<file path="src/rtl/clz_iter_unit.sv">
// Iterative leading-zero / leading-one counter: scans STEP bits per cycle from the MSB
// and stops at the first group holding the target bit; start/busy/done handshake.
module clz_iter_unit #(
    parameter int unsigned WIDTH = 32,
    parameter int unsigned STEP  = 4
) (
    input  logic             clk,
    input  logic             rst,
    input  logic             start,
    input  logic             mode,
    input  logic [WIDTH-1:0] data,
    output logic             busy,
    output logic             done,
    output logic [31:0]      count
);

    localparam int unsigned N  = WIDTH / STEP;
    localparam int unsigned CW = $clog2(WIDTH + 1);
    localparam int unsigned GW = (N > 1) ? $clog2(N) : 1;

    typedef enum logic [1:0] {
        IDLE,
        SCAN,
        DONE
    } state_t;

    state_t           r_state;
    state_t           w_next;
    logic [WIDTH-1:0] r_sh;
    logic [CW-1:0]    r_acc;
    logic [GW-1:0]    r_gi;
    logic [31:0]      r_count;

    logic [STEP-1:0]  w_grp;
    logic             w_hit;
    logic             w_last;
    logic             w_load;
    logic [CW-1:0]    w_p;
    logic             w_found;

    assign w_grp  = r_sh[WIDTH-1 -: STEP];
    assign w_hit  = |w_grp;
    assign w_last = (r_gi == GW'(N - 1));
    assign w_load = (r_state != SCAN) && start;

    // Position of the first set bit inside the current group, counted from its MSB.
    always_comb begin
        w_p     = '0;
        w_found = 1'b0;
        for (int unsigned i = 0; i < STEP; i++) begin
            if (!w_found && w_grp[STEP-1-i]) begin
                w_p     = CW'(i);
                w_found = 1'b1;
            end
        end
    end

    always_comb begin
        w_next = r_state;
        case (r_state)
            IDLE:    if (start) w_next = SCAN;
            SCAN:    if (w_hit || w_last) w_next = DONE;
            DONE:    w_next = start ? SCAN : IDLE;
            default: w_next = IDLE;
        endcase
    end

    always_ff @(posedge clk) begin
        if (rst) r_state <= IDLE;
        else     r_state <= w_next;
    end

    always_ff @(posedge clk) begin
        if (rst) begin
            r_sh    <= '0;
            r_acc   <= '0;
            r_gi    <= '0;
            r_count <= '0;
        end else if (w_load) begin
            // CLO is handled as CLZ of the inverted operand.
            r_sh  <= mode ? ~data : data;
            r_acc <= '0;
            r_gi  <= '0;
        end else if (r_state == SCAN) begin
            if (w_hit) begin
                r_count <= 32'(r_acc) + 32'(w_p);
            end else begin
                r_acc <= r_acc + CW'(STEP);
                r_sh  <= r_sh << STEP;
                r_gi  <= r_gi + 1'b1;
                if (w_last) r_count <= 32'(WIDTH);
            end
        end
    end

    assign busy  = (r_state == SCAN);
    assign done  = (r_state == DONE);
    assign count = r_count;

endmodule
</file>
<file path="config.mk">
export PLATFORM = sky130hd
export DESIGN_NAME = clz_iter_unit
export DESIGN_NICKNAME = d
export VERILOG_FILES = /design/src/rtl/clz_iter_unit.sv
export SDC_FILE = /design/constraint.sdc
export NUM_CORES = 1
export LEC_CHECK = 0
export BUFFER_PORTS_ARGS = -buffer_cell sky130_fd_sc_hd__buf_2
export CAP_MARGIN = 20
export CORE_MARGIN = 8
export CORE_UTILIZATION = 30
export DETAILED_ROUTE_END_ITERATION = 8
export PLACE_DENSITY_LB_ADDON = 0.2
export SLEW_MARGIN = 15
export SYNTH_ARGS = -nofsm -noshare
export SYNTH_HDL_FRONTEND = slang
export SYNTH_SLANG_ARGS = --single-unit
</file>
<file path="constraint.sdc">
create_clock -name clk -period 2.4 [get_ports clk]
set_input_delay 0.72 -clock clk [delete_from_list [all_inputs] [get_ports clk]]
set_output_delay 0.72 -clock clk [all_outputs]
set_load 0.02 [all_outputs]
</file>
==> out/metrics.yaml <==
floorplanning:
  die_y_um: 111
  floorplan.initialDensity: 0.309
  ios: 70
  fp.coreArea_um2: 8680
  dieWidth_um: 111
  dieArea_um2: 12200
  row_count: 34
clocking:
  cts_max_level: 2
  cts_tree: "done"
  clkLatencyLatePin_ps: 300
  cts_inserted_buffers: 5
  cts_sinks: 47
  holdBufCountCts: 0
  clkTransAtPathRegs_ps: 90
  clk_root_buffer_cell: "clkbuf_8"
  clock_path_buffers: 2
  post_cts_buffers: 0
  ctsResizeCount: 0
run_status:
  status: "finished clean"
yosys:
  synth_seq_cells: 47
  synth_top_area_cell: "dfxtp_1"
  yosysMostFrequentCell: "dfxtp_1"
  ys_top_cells_by_area: "dfxtp_1, xnor2_1, o311a_1, buf_4, or3_1"
  synthDistinctLibCells: 39
  synth_commonest_cells: "dfxtp_1, buf_4, clkbuf_1"
  yosysWarnings: 0
  synth_edf_count: 0
  async_flop_share: 0
  seq_area_frac_synth: 0.351
  synth_top_area_share: 0.351
  syn_avg_cell_area_um2: 8.82
  syn_area_um2: 2680
  synth_ff_type: "dfxtp_1"
  synthCells: 304
grt:
  grt_usage: 0.113
  grt_pass1_wl_um: 11900
  antenna_found_initial: 0
  grt.overflow.total: 0
  grt_pass1_vias: 2406
  grt_max_degree: 42
routing:
  drc: 0
  routed_via_density: 5.20
  vias: 2308
  ant_nets: 0
  first_iter_violations: 111
  wl_per_cell_um: 15.7
  drt_first_pass_iters: 4
  wirelength_um: 6970
critical_path:
  cp.arrival_ps: 1270
  cp-start-kind: "flop"
  criticalPathCategory: "reg -> out"
  end_kind: "primary output"
  cp_max_fo: 7
  r2r_slack_ps: 550
  cp.required_ps: 1680
timing:
  slew_headroom: 0.635
  timing.hold.ws_ps: 465
  tightest_slew_ps: 545
  finalWorstSetupSlack_ps: 409
  fmax_ghz: 0.502
  hold_violations: 0
  fin_crit_ps: 1990
  post-route-period-util: 0.829
  fin_setup_tns_ps: 0
  fin_skew_ps: 11.2
  setup_violations: 0
  rsz0062_at_grt: "false"
  slew_violations: 0
placement:
  gp_congestion: 0.715
  pre_cts_ws_ps: 575
  dp.cells: 437
  post-dp-hpwl_um: 4820
  io_buffers: 43
layout:
  nets: 375
  drive_gt1_frac: 0.199
  antenna_cells: 0
  fillers: 939
  final_cells: 444
  syn2layout_area_growth_pct: 13.1
worst_hold_path:
  hp-class: "reg -> reg"
power:
  power.leakage_nw: 1.23
  total_power_mw: 1.91
  power_density_nw_per_um2: 628
  peakVddDrop_mv: 0.207
run:
  cap_violations: 0
-- where the power goes --
| group | total, mW | switching [mW] | leakage (nW) | internal, mW |
|---|---|---|---|---|
| Clock | 0.566 | 0.260 | 0.0513 | 0.306 |
| Sequential | 0.891 | 0.0440 | 0.386 | 0.847 |
| Combinational | 0.449 | 0.269 | 0.795 | 0.180 |
| Total | 1.91 | 0.573 | 1.23 | 1.33 |
-- metrics by stage --
step	util	area, µm²
after global placement	0.338	2930
after floorplan	-	2780
after detailed placement	0.338	2930
after global routing	0.349	3030
after CTS	0.349	3030
final	0.349	3030
-- placed cells by master, fill, tap and decap left out, types with 2 or more instances in the layout --
| master | netlist | routed |
|---|---|---|
| or3_1 | 22 | 22 |
| a21oi_1 | 21 | 21 |
| nand4b_1 | 3 | 3 |
| nand2b_1 | 5 | 5 |
| nor2_1 | 6 | 6 |
| nor3b_1 | 4 | 4 |
| dfxtp_1 | 47 | 47 |
| nor2b_1 | 2 | 2 |
| o31ai_1 | 2 | 2 |
| conb_1 | 1 | 26 |
| o21ai_0 | 9 | 9 |
| buf_4 | 26 | 15 |
| a32oi_1 | 4 | 4 |
| xor2_1 | 8 | 8 |
| o311a_1 | 20 | 20 |
| inv_1 | 4 | 4 |
| buf_2 | 6 | 43 |
| clkbuf_8 | 0 | 5 |
| a221oi_1 | 4 | 4 |
| nand3_1 | 13 | 13 |
| or4_1 | 3 | 3 |
| a31oi_1 | 20 | 20 |
| xnor2_1 | 24 | 24 |
| ha_1 | 3 | 3 |
| o221ai_1 | 8 | 8 |
-- flip-flops by register name (all words and copies together) (netlist names) --
signal,flops
r_sh,32
count,6
r_acc,4
r_gi,3
r_state,2
-- layer usage --
metal / share of wire / wire [µm] / GRT usage / vias up
li1: - / - / - / 1145
met1: 0.46 / 3240 / 0.141 / 1091
met2: 0.46 / 3220 / 0.180 / 67
met3: 0.068 / 471 / 0.0411 / 5
met4: 0.0052 / 36 / 0.0261 / 0
met5: 0 / 0 / 0 / -
-- path summary, 6_finish.rpt --
| kind | start | to | cells after the start |
|---|---|---|---|
| setup / recovery | r_state[1]$_SDFFE_PP0P_ | busy | 3 |
| hold / removal | count[5]$_SDFFE_PP0P_ | count[5]$_SDFFE_PP0P_ | 2 |
| setup reg to reg | r_sh[30]$_SDFFE_PP0P_ | r_acc[5]$_SDFFE_PP0P_ | 3 |
| hold reg to reg | count[5]$_SDFFE_PP0P_ | count[5]$_SDFFE_PP0P_ | 2 |
-- worst max-delay path: stages (launching register included) --
cell and delay (ps):
dfxtp_1 350, nand2b_1 160, inv_1 220, buf_2 230
-- layout make-up --
class,instances,area [µm²],share of cell area
clock buffer,6,72.6,0.0239
timing repair buffer,59,348,0.115
multi-input combinational,218,1490,0.491
tap,108,135,0.0446
inverter,5,18.8,0.00619
sequential,47,941,0.310
clock inverter,1,30.0,0.00990
-- cell families after synthesis --
group	Yosys count	synth area share
AOI/OAI and AO/OA	93	0.249
other	1	0.00140
buffers and inverters	64	0.132
xor gates and xnor gates	32	0.105
and+or+nand+nor	63	0.145
muxes	1	0.00373
DFF	47	0.351
adders and majority gates	3	0.0140
Power figures use the tool's default switching activity.
